File: src/rtl/uart_tx_pkg.sv
// uart_tx_pkg: shared types and line-level constants for the UART TX framer.
//   state_t   - framer FSM states (BRK only reachable with UART_TX_FRAME_BREAK_EN)
//   PAR_*     - parity type encodings for PAR_TYP
//   *_BIT     - line levels for idle, start and stop
package uart_tx_pkg;

    typedef enum logic [2:0] {
        IDLE,
        START,
        DATA,
        PARITY,
        STOP1,
        STOP2,
        BRK
    } state_t;

    localparam logic PAR_EVEN  = 1'b0;
    localparam logic PAR_ODD   = 1'b1;
    localparam logic LINE_IDLE = 1'b1;
    localparam logic START_BIT = 1'b0;
    localparam logic STOP_BIT  = 1'b1;

endpackage : uart_tx_pkg

File: src/rtl/uart_tx_frame_if.sv
// uart_tx_frame_if: request/config/line bundle between the upstream producer
// and the UART TX framer.
//   master - drives P_DATA, DATA_VALID, PAR_EN, PAR_TYP, STOP2 (and BREAK when
//            UART_TX_FRAME_BREAK_EN is defined); observes TX_OUT, BUSY
//   slave  - the framer side
interface uart_tx_frame_if #(
    parameter int unsigned DATA_WIDTH = 8
);
    logic [DATA_WIDTH-1:0] P_DATA;
    logic                  DATA_VALID;
    logic                  PAR_EN;
    logic                  PAR_TYP;
    logic                  STOP2;
`ifdef UART_TX_FRAME_BREAK_EN
    logic                  BREAK;
`endif
    logic                  TX_OUT;
    logic                  BUSY;

    modport master (
`ifdef UART_TX_FRAME_BREAK_EN
        output BREAK,
`endif
        output P_DATA, DATA_VALID, PAR_EN, PAR_TYP, STOP2,
        input  TX_OUT, BUSY
    );

    modport slave (
`ifdef UART_TX_FRAME_BREAK_EN
        input  BREAK,
`endif
        input  P_DATA, DATA_VALID, PAR_EN, PAR_TYP, STOP2,
        output TX_OUT, BUSY
    );

endinterface : uart_tx_frame_if

File: src/rtl/uart_tx_serializer.sv
// uart_tx_serializer: data shift register and data-bit counter.
//   i_load    - latch i_data into the shift register
//   i_clr     - clear the bit counter (entry into the data phase)
//   i_shift   - advance one bit; counter saturates at DATA_WIDTH-1
//   o_bit     - current LSB of the shift register
//   o_done_c  - counter has reached the last data bit
module uart_tx_serializer #(
    parameter int unsigned DATA_WIDTH = 8
) (
    input  logic                  i_clk,
    input  logic                  i_rst_n,
    input  logic                  i_load,
    input  logic [DATA_WIDTH-1:0] i_data,
    input  logic                  i_clr,
    input  logic                  i_shift,
    output logic                  o_bit,
    output logic                  o_done_c
);

    localparam int unsigned     CNT_W    = $clog2(DATA_WIDTH);
    localparam logic [CNT_W-1:0] CNT_LAST = CNT_W'(DATA_WIDTH - 1);

    logic [DATA_WIDTH-1:0] r_shift;
    logic [CNT_W-1:0]      r_cnt;

    // Data register: load wins, otherwise shift LSB-first.
    always_ff @(posedge i_clk or negedge i_rst_n) begin
        if (!i_rst_n) begin
            r_shift <= '0;
        end else if (i_load) begin
            r_shift <= i_data;
        end else if (i_shift) begin
            r_shift <= {1'b0, r_shift[DATA_WIDTH-1:1]};
        end
    end

    // Bit counter: index of the data bit currently on the line.
    always_ff @(posedge i_clk or negedge i_rst_n) begin
        if (!i_rst_n) begin
            r_cnt <= '0;
        end else if (i_clr) begin
            r_cnt <= '0;
        end else if (i_shift && (r_cnt != CNT_LAST)) begin
            r_cnt <= r_cnt + CNT_W'(1);
        end
    end

    assign o_bit    = r_shift[0];
    assign o_done_c = (r_cnt == CNT_LAST);

endmodule : uart_tx_serializer

File: src/rtl/uart_tx_frame.sv
// uart_tx_frame: self-sequencing UART transmit framer, one bit per CLK.
// Frame = start, DATA_WIDTH data bits LSB-first, optional parity, 1 or 2 stops.
//   CLK  - baud-rate clock
//   RST  - asynchronous active-low reset
//   bus  - uart_tx_frame_if slave: P_DATA/DATA_VALID/PAR_EN/PAR_TYP/STOP2 in,
//          TX_OUT/BUSY out (both registered)
// Optional feature macro UART_TX_FRAME_BREAK_EN adds a BREAK input that holds
// the line low from IDLE or the final stop cycle.
module uart_tx_frame
    import uart_tx_pkg::*;
#(
    parameter int unsigned DATA_WIDTH = 8
) (
    input  logic         CLK,
    input  logic         RST,
    uart_tx_frame_if.slave bus
);

    state_t r_state;
    logic   r_tx;
    logic   r_busy;
    logic   r_par_en;
    logic   r_stop2;
    logic   r_parity;

    logic   w_brk;
    logic   w_accept;
    logic   w_bit;
    logic   w_done;
    logic   w_clr;
    logic   w_shift;

`ifdef UART_TX_FRAME_BREAK_EN
    assign w_brk = bus.BREAK;
`else
    assign w_brk = 1'b0;
`endif

    // BUSY is low only in IDLE and the final stop cycle, so this is the full
    // accept condition; break takes priority over a request.
    assign w_accept = bus.DATA_VALID && !r_busy && !w_brk;
    assign w_clr    = (r_state == START);
    assign w_shift  = (r_state == START) || ((r_state == DATA) && !w_done);

    uart_tx_serializer #(
        .DATA_WIDTH (DATA_WIDTH)
    ) u_ser (
        .i_clk    (CLK),
        .i_rst_n  (RST),
        .i_load   (w_accept),
        .i_data   (bus.P_DATA),
        .i_clr    (w_clr),
        .i_shift  (w_shift),
        .o_bit    (w_bit),
        .o_done_c (w_done)
    );

    // Framer FSM; r_tx is loaded with the level of the state being entered.
    always_ff @(posedge CLK or negedge RST) begin
        if (!RST) begin
            r_state  <= IDLE;
            r_tx     <= LINE_IDLE;
            r_busy   <= 1'b0;
            r_par_en <= 1'b0;
            r_stop2  <= 1'b0;
            r_parity <= 1'b0;
        end else begin
            case (r_state)
                IDLE, STOP1, STOP2: begin
                    if ((r_state == STOP1) && r_stop2) begin
                        // Entering the last stop bit: release BUSY now.
                        r_state <= STOP2;
                        r_tx    <= STOP_BIT;
                        r_busy  <= 1'b0;
                    end else if (w_brk) begin
                        r_state <= BRK;
                        r_tx    <= START_BIT;
                        r_busy  <= 1'b1;
                    end else if (w_accept) begin
                        r_state  <= START;
                        r_tx     <= START_BIT;
                        r_busy   <= 1'b1;
                        r_par_en <= bus.PAR_EN;
                        r_stop2  <= bus.STOP2;
                        r_parity <= (^bus.P_DATA) ^ (bus.PAR_TYP == PAR_ODD);
                    end else begin
                        r_state <= IDLE;
                        r_tx    <= LINE_IDLE;
                        r_busy  <= 1'b0;
                    end
                end
                START: begin
                    r_state <= DATA;
                    r_tx    <= w_bit;
                end
                DATA: begin
                    if (!w_done) begin
                        r_tx <= w_bit;
                    end else if (r_par_en) begin
                        r_state <= PARITY;
                        r_tx    <= r_parity;
                    end else begin
                        r_state <= STOP1;
                        r_tx    <= STOP_BIT;
                        r_busy  <= r_stop2;
                    end
                end
                PARITY: begin
                    r_state <= STOP1;
                    r_tx    <= STOP_BIT;
                    r_busy  <= r_stop2;
                end
                BRK: begin
                    // Return through IDLE so the line shows a mark first.
                    if (!w_brk) begin
                        r_state <= IDLE;
                        r_tx    <= LINE_IDLE;
                        r_busy  <= 1'b0;
                    end
                end
                default: begin
                    r_state <= IDLE;
                    r_tx    <= LINE_IDLE;
                    r_busy  <= 1'b0;
                end
            endcase
        end
    end

    assign bus.TX_OUT = r_tx;
    assign bus.BUSY   = r_busy;

endmodule : uart_tx_frame

File: src/flat_wrapper.sv
// flat-port wrapper written by rule: the top's interface ports become plain ports
module uart_tx_frame_flat import uart_tx_pkg::*;
#(
    parameter int unsigned DATA_WIDTH = 8
)
  (CLK, RST, bus_P_DATA, bus_DATA_VALID, bus_PAR_EN, bus_PAR_TYP, bus_STOP2, bus_TX_OUT, bus_BUSY);
  uart_tx_frame_if #(.DATA_WIDTH(DATA_WIDTH)) bus_i ();
  input  logic CLK;
  input  logic RST;
  input wire logic [$bits(bus_i.P_DATA)-1:0] bus_P_DATA;
  input wire logic [$bits(bus_i.DATA_VALID)-1:0] bus_DATA_VALID;
  input wire logic [$bits(bus_i.PAR_EN)-1:0] bus_PAR_EN;
  input wire logic [$bits(bus_i.PAR_TYP)-1:0] bus_PAR_TYP;
  input wire logic [$bits(bus_i.STOP2)-1:0] bus_STOP2;
  output wire logic [$bits(bus_i.TX_OUT)-1:0] bus_TX_OUT;
  output wire logic [$bits(bus_i.BUSY)-1:0] bus_BUSY;
  assign bus_i.P_DATA = bus_P_DATA;
  assign bus_i.DATA_VALID = bus_DATA_VALID;
  assign bus_i.PAR_EN = bus_PAR_EN;
  assign bus_i.PAR_TYP = bus_PAR_TYP;
  assign bus_i.STOP2 = bus_STOP2;
  assign bus_TX_OUT = bus_i.TX_OUT;
  assign bus_BUSY = bus_i.BUSY;
  uart_tx_frame #(.DATA_WIDTH(DATA_WIDTH)) u_core (.CLK(CLK), .RST(RST), .bus(bus_i));
endmodule
File: config.mk
export PLATFORM = sky130hd
export DESIGN_NAME = uart_tx_frame_flat
export DESIGN_NICKNAME = d
export VERILOG_FILES = /design/src/rtl/uart_tx_pkg.sv /design/src/rtl/uart_tx_frame_if.sv /design/src/rtl/uart_tx_serializer.sv /design/src/rtl/uart_tx_frame.sv /design/src/flat_wrapper.sv
export SDC_FILE = /design/constraint.sdc
export NUM_CORES = 1
export LEC_CHECK = 0
export ABC_AREA = 0
export CAP_MARGIN = 20
export CORE_UTILIZATION = 45
export CTS_BUF_LIST = sky130_fd_sc_hd__clkbuf_2
export CTS_CLUSTER_DIAMETER = 30
export DETAILED_ROUTE_END_ITERATION = 6
export GPL_ROUTABILITY_DRIVEN = 0
export GPL_TIMING_DRIVEN = 0
export HOLD_SLACK_MARGIN = 0.12
export PLACE_DENSITY = 0.68
export SYNTH_ARGS = -nofsm -noshare
export SYNTH_HDL_FRONTEND = slang
export SYNTH_SLANG_ARGS = --single-unit
export TNS_END_PERCENT = 5
File: constraint.sdc
create_clock -name CLK -period 2.3 [get_ports CLK]
set_input_delay 0.46 -clock CLK [delete_from_list [all_inputs] [get_ports CLK]]
set_output_delay 0.46 -clock CLK [all_outputs]
set_load 0.01 [all_outputs]
# Yosys cells after proc, flatten, opt, wreduce, memory -nomap -nowiden

Cells that the tools add are included.

Logic and storage cells: 54
Output and inout bits: 2
Register bits after elaboration: 19

Reduce and logical (&&, ||, !) cells: 14
Bitwise operators: 3
Eq/ne operators: 9
Add/sub/neg operators: 1
Muxes and demuxes: 19

Operators by type and width:

| kind                                          | number |
|---|---|
| 2-to-1 mux 8 bit                              | 2 |
| 2-to-1 mux 3 bit                              | 5 |
| one-hot mux 3 bit (4 select lines)            | 1 |
| == test 3 bit, second input constant          | 3 |
| 2-to-1 mux 1 bit                              | 9 |
| XOR reduction 8 bit                           | 1 |
| == test 3 x 2 -> 1 bit, second input constant | 2 |
| AND reduction 3 bit                           | 2 |
| logical AND 1 bit                             | 4 |
| one-hot mux 1 bit (4 select lines)            | 1 |
| nonzero test 2 bit                            | 2 |
| adder 3 x 1 -> 3 bit, second input constant   | 1 |
| == test 3 x 1 -> 1 bit, second input constant | 1 |
| zero test 3 bit                               | 1 |
| != test 3 bit, second input constant          | 1 |
| one-hot mux 1 bit (3 select lines)            | 1 |
| OR reduction 3 bit                            | 1 |
| zero test 1 bit                               | 2 |
| != test 2 x 1 -> 1 bit, second input constant | 1 |
| != test 2 bit, second input constant          | 1 |
| inverter 1 bit                                | 2 |
| logical OR 1 bit                              | 1 |
| bitwise XOR 1 bit                             | 1 |

# Logic depth before layout (Yosys ltp)

Depth in word-level cells: 7
Mapped depth: 6
Depth with buffers taken out: 6

# Cells and area by module

A second synthesis with hierarchy kept.

Cells, all modules: 100
Area total of the unflattened synthesis: 1079.8 µm²

Modules (own cells, without submodules):

| module             | cells an instance | times used | area each (µm²) | sequential area each (µm²) |
|---|---|---|---|---|
| uart_tx_frame      | 54                | 1          | 558.0           | 201.4 |
| uart_tx_serializer | 46                | 1          | 521.8           | 275.3 |

# Worst setup path before layout

Ideal clock, no wire load.

Kind: register to register
Start point: register u_core.u_ser.r_cnt[0]
End point: register u_core.u_ser.r_shift[0]
Cell stages (with the launch flop): 7
Slack: 397 ps
Arrival: 1778 ps
Clock period less this slack: 1903 ps
Cells stage by stage: dfrtp_1 > ha_1 > ha_1 > or3b_4 > a21oi_4 > nor2_4 > mux2_4

Longest elaborated chain between the ends: 5

Ends and longest elaborated chain:

| element                             | line                     | source |
|---|---|---|
| from (decl)                         | uart_tx_serializer.sv:24 | `logic [CNT_W-1:0] r_cnt;` |
| from (signal assigned)              | uart_tx_serializer.sv:44 | `r_cnt <= r_cnt + CNT_W'(1);` |
| == test 3 bit                       | uart_tx_serializer.sv:49 | `assign o_done_c = (r_cnt == CNT_LAST);` |
| zero test 1 bit                     | uart_tx_frame.sv:43      | `assign w_shift = (r_state == START) \|\| ((r_state == DATA) && !w_done);` |
| logical AND 1 bit                   | uart_tx_frame.sv:43      |  |
| logical OR 1 bit                    | uart_tx_frame.sv:43      |  |
| nonzero test 2 bit (no source line) | n/a                      |  |
| to (signal assigned)                | uart_tx_serializer.sv:31 | `r_shift <= i_data;` |
| to (signal assigned)                | uart_tx_serializer.sv:33 | `r_shift <= {1'b0, r_shift[DATA_WIDTH-1:1]};` |
| to (decl)                           | uart_tx_serializer.sv:23 | `logic [DATA_WIDTH-1:0] r_shift;` |

Every way passes these cells.
A chain may end at the register's enable or synchronous reset.

# Worst setup path after layout

Start point: register u_core.u_ser.r_cnt[0]
End point: register u_core.u_ser.r_shift[6]

The elaborated chain is that of the path after synthesis.

==> impl_metrics.toml <==
[critical_path]
reg2reg_slack_ns = 0.25
critical_path_sink = "u_core.u_ser.r_shift[6]$_DFFE_PN0P_"
critical_path_class = "reg2reg"
timing.critical_path.from = "u_core.u_ser.r_cnt[0]$_DFFE_PN0P_"
crit_arrival_ns = 2.27
critical_path.reg2reg.endpoint = "u_core.u_ser.r_shift[6]$_DFFE_PN0P_"
end_kind = "flip-flop"
worst-path-max-fanout = 8
worst_setup_path_start_kind = "flip-flop"
rr_startpoint = "u_core.u_ser.r_cnt[0]$_DFFE_PN0P_"
critPathRequiredTime_ns = 2.52
r2r.worst_path.cells = 6

[timing]
max_slew.worst_pin.slew_ns = 0.873
timing.final.crit_period_ns = 2.05
period_share_pct = 89.2
rsz0062_at_grt = "no"
timing.fmax_mhz = 487
report.final.setup_viol = 0
worst_slew_margin_rel_pct = 41.6
setup_tns_ns = 0
final_hold_viol_count = 0
fin_worst_skew_ns = 0.0125
final_max_slew_viol_count = 0

[synth]
yosysSeqAreaShare_pct = 43.6
synthesis.area_um2 = 1090
ys_ff_latch = 19
syn_avg_cell_area_um2 = 12.3
ys_warn_count = 0
netlist_instances = 89
synth.distinct_cells = 32
syn-num-nets = 105

[pwr]
proportion_of_power_drawn_by_combinational_gates_pct = 53.1
switching_share_pct = 35.2
ir_worst_vdd_mv = 0.847
pwr-share-seq_pct = 37.7
power.leakage_nw = 0.578
power.density_cell_area_nw_per_um2 = 1280
p_clk_share_pct = 9.2
internal-power_mw = 1.08
power.net_switching_mw = 0.584

[cts]
cts_root_buffer = "sky130_fd_sc_hd__clkbuf_2"
ctsHtreeMaxLevel = 1
clk_latency_ns = 0.31
numCtsBuffers = 3
clk_pin_slew_worst_paths_ns = 0.19
postCtsSetupRepairBufs = 0
cts.hold.buffers_added = 0
max-clock-path-buffers = 2
post_cts.resized_instances = 0
cts.sink_count = 19
tritoncts = "yes"

[die]
dieArea_um2 = 2630
starting_density_of_the_core_pct = 48.5
std_cell_rows = 17
ios = 16
die_h_um = 51.3
design.core.area_um2 = 2250
die_width_um = 51.3

[global_routing]
grt_max_degree = 20
grt_first_pass_wirelength_mm = 3.28
number_of_antenna_violations_at_the_first_check_in_global_routing = 0
track_usage_pct = 17.5
total_congestion_overflow = 0
number_of_global_route_vias_before_repair = 694

[detailed_routing]
post-route-drc-count = 0
firstDrtPassIters = 4
route.final.wire_length_mm = 1.88
drt_iter0_drc = 16
routed-via-count = 726
drtAntennaViolNets = 0
drt-vias-per-instance = 5.34
route.detailed.wl_per_inst_um = 13.8

[cells_and_area]
multi_input_area_um2 = 589
net_count_reported_at_finish = 125
area_growth_pct = 18.8
postLayoutCoreUtil_pct = 57.6
regArea_um2 = 477
diodes = 0
number_of_fillers_in_the_final_layout = 201
layout-drive-gt1-share_pct = 26.9

[job]
cap_viol_max_count = 0

[placed_design]
dpl_hpwl_mm = 1.36
buffer_ports.inserted = 15

[worst_hold_path]
timing.hold.worst.class = "reg2reg"

[status]
status = "finished, final reports clean"
==> layout by cell type, fill, tap and decap left out <==
cell type,netlist,routed
sky130_fd_sc_hd__a211o_1,1,1
sky130_fd_sc_hd__a21oi_1,3,3
sky130_fd_sc_hd__a21oi_4,1,1
sky130_fd_sc_hd__a22o_1,1,1
sky130_fd_sc_hd__a22oi_1,2,2
sky130_fd_sc_hd__a32o_1,1,1
sky130_fd_sc_hd__and2_1,1,1
sky130_fd_sc_hd__buf_2,1,1
sky130_fd_sc_hd__buf_6,1,1
sky130_fd_sc_hd__clkbuf_2,0,4
sky130_fd_sc_hd__clkdlybuf4s50_1,0,15
sky130_fd_sc_hd__dfrtp_1,18,18
sky130_fd_sc_hd__dfstp_2,1,1
sky130_fd_sc_hd__ha_1,2,2
sky130_fd_sc_hd__inv_1,3,3
sky130_fd_sc_hd__mux2_1,1,1
sky130_fd_sc_hd__mux2_2,8,8
sky130_fd_sc_hd__mux2_4,9,9
sky130_fd_sc_hd__nand2_1,4,4
sky130_fd_sc_hd__nand2b_1,3,3
sky130_fd_sc_hd__nand3b_1,1,1
sky130_fd_sc_hd__nor2_1,3,3
sky130_fd_sc_hd__nor2_4,1,1
sky130_fd_sc_hd__nor2b_1,1,1
sky130_fd_sc_hd__nor2b_4,1,1
sky130_fd_sc_hd__nor3_1,1,1
sky130_fd_sc_hd__o21ai_0,9,9
sky130_fd_sc_hd__o22ai_1,1,1
sky130_fd_sc_hd__or2b_1,1,1
sky130_fd_sc_hd__or3b_4,1,1
sky130_fd_sc_hd__or4b_4,1,1
sky130_fd_sc_hd__xnor2_1,5,5
sky130_fd_sc_hd__xnor3_1,1,1
sky130_fd_sc_hd__xor2_1,1,1
==> sequential cells by signal (all words and copies together), names as in the netlist <==
signal                cells
u_core.r_stop2            1
u_core.u_ser.r_cnt        3
u_core.u_ser.r_shift      8
u_core.bus.TX_OUT         1
u_core.r_parity           1
u_core.r_par_en           1
u_core.r_state            3
u_core.bus.BUSY           1
==> metal layers <==
| layer | wire length [um] | part of all wire (%) | vias to the layer above | GRT usage (%) |
|---|---|---|---|---|
| met1 | 904 | 48 | 351 | 24.4 |
| met2 | 888 | 47 | 18 | 25.9 |
| met5 | 0 | 0 | - | 0 |
| met3 | 73 | 3.9 | 2 | 3.57 |
| li1 | - | - | 355 | - |
| met4 | 16 | 0.85 | 0 | 8.11 |
==> layout make-up <==
cell class              instances  area share (%)
plain buffers                   2            1.25
clock buffers                   4            1.54
inverters                       3           0.867
multi-input cells              65            45.4
flip-flops and latches         19            36.7
well taps                      28            2.70
repair buffers                 15            11.6
==> power groups by stage <==
stage	Clock, mW	Sequential (mW)	Combinational (mW)
after global placement	0	0.626	0.863
after floorplan	0	0.610	0.717
after CTS	0.160	0.627	0.890
final	0.153	0.625	0.881
after global routing	0.171	0.651	0.966
after detailed placement	0	0.637	0.885
==> through the flow <==
stage	instance area (um2)	total power, mW	hold slack (ns)	setup slack, ns	std cells
after CTS	1300	1.68	0.527	0.250	136
after floorplan	1090	1.33	0.164	0.397	89
after detailed placement	1280	1.52	0.479	0.110	132
after global routing	1300	1.79	0.539	0.183	136
after global placement	1280	1.49	0.480	0.129	132
final	1300	1.66	0.509	0.248	136
==> worst min-delay path by stage <==
| stage | start | endpoint | slack, ns | cells past startpoint |
|---|---|---|---|---|
| after global routing | u_core.u_ser.r_shift[0]$_DFFE_PN0P_ | u_core.bus.TX_OUT$_DFF_PN1_ | 0.54 | 2 |
| after floorplan | RST | u_core.bus.BUSY$_DFFE_PN0P_ | 0.16 | 0 |
| after detailed placement | u_core.u_ser.r_shift[0]$_DFFE_PN0P_ | u_core.bus.TX_OUT$_DFF_PN1_ | 0.48 | 2 |
| final | u_core.u_ser.r_shift[0]$_DFFE_PN0P_ | u_core.bus.TX_OUT$_DFF_PN1_ | 0.51 | 2 |
| after CTS | u_core.u_ser.r_shift[0]$_DFFE_PN0P_ | u_core.bus.TX_OUT$_DFF_PN1_ | 0.53 | 2 |
| after global placement | u_core.u_ser.r_shift[7]$_DFFE_PN0P_ | u_core.u_ser.r_shift[7]$_DFFE_PN0P_ | 0.48 | 1 |
==> worst max-delay path: stages (launching register included) <==
cell	delay (ns)
sky130_fd_sc_hd__dfrtp_1	0.45
sky130_fd_sc_hd__ha_1	0.21
sky130_fd_sc_hd__ha_1	0.28
sky130_fd_sc_hd__or3b_4	0.42
sky130_fd_sc_hd__a21oi_4	0.19
sky130_fd_sc_hd__nor2_4	0.10
sky130_fd_sc_hd__mux2_4	0.31
==> synthesized netlist by cell type, drive strengths merged <==
library cell | instances | area share (%)
nor2b | 2 | 1.8
a22oi | 2 | 1.4
buf | 2 | 1.5
a32o | 1 | 0.92
xnor3 | 1 | 2.1
nand2b | 3 | 1.7
xnor2 | 5 | 4.0
ha | 2 | 2.3
inv | 3 | 1.0
and2 | 1 | 0.57
dfstp | 1 | 2.4
nand3b | 1 | 0.69
dfrtp | 18 | 41
nor3 | 1 | 0.46
or3b | 1 | 1.0
or4b | 1 | 1.3
o22ai | 1 | 0.57
a22o | 1 | 0.80
mux2 | 18 | 22
or2b | 1 | 0.69
a21oi | 4 | 2.9
nand2 | 4 | 1.4
o21ai | 9 | 4.1
nor2 | 4 | 2.1
a211o | 1 | 0.80
xor2 | 1 | 0.80
==> kinds of logic (layout without fill, tap and decap cells) <==
family / count (synthesis) / count (layout) / share of synthesized area, %
muxes: 18 / 18 / 21.6
buffers and inverters: 5 / 24 / 2.52
adders and majority gates: 2 / 2 / 2.29
xor gates and xnor gates: 7 / 7 / 6.86
DFF: 19 / 19 / 43.6
and+or+nand+nor: 19 / 19 / 11.7
AOI/OAI and AO/OA: 19 / 19 / 11.4
Note: power is estimated with default switching activity, not from simulation.
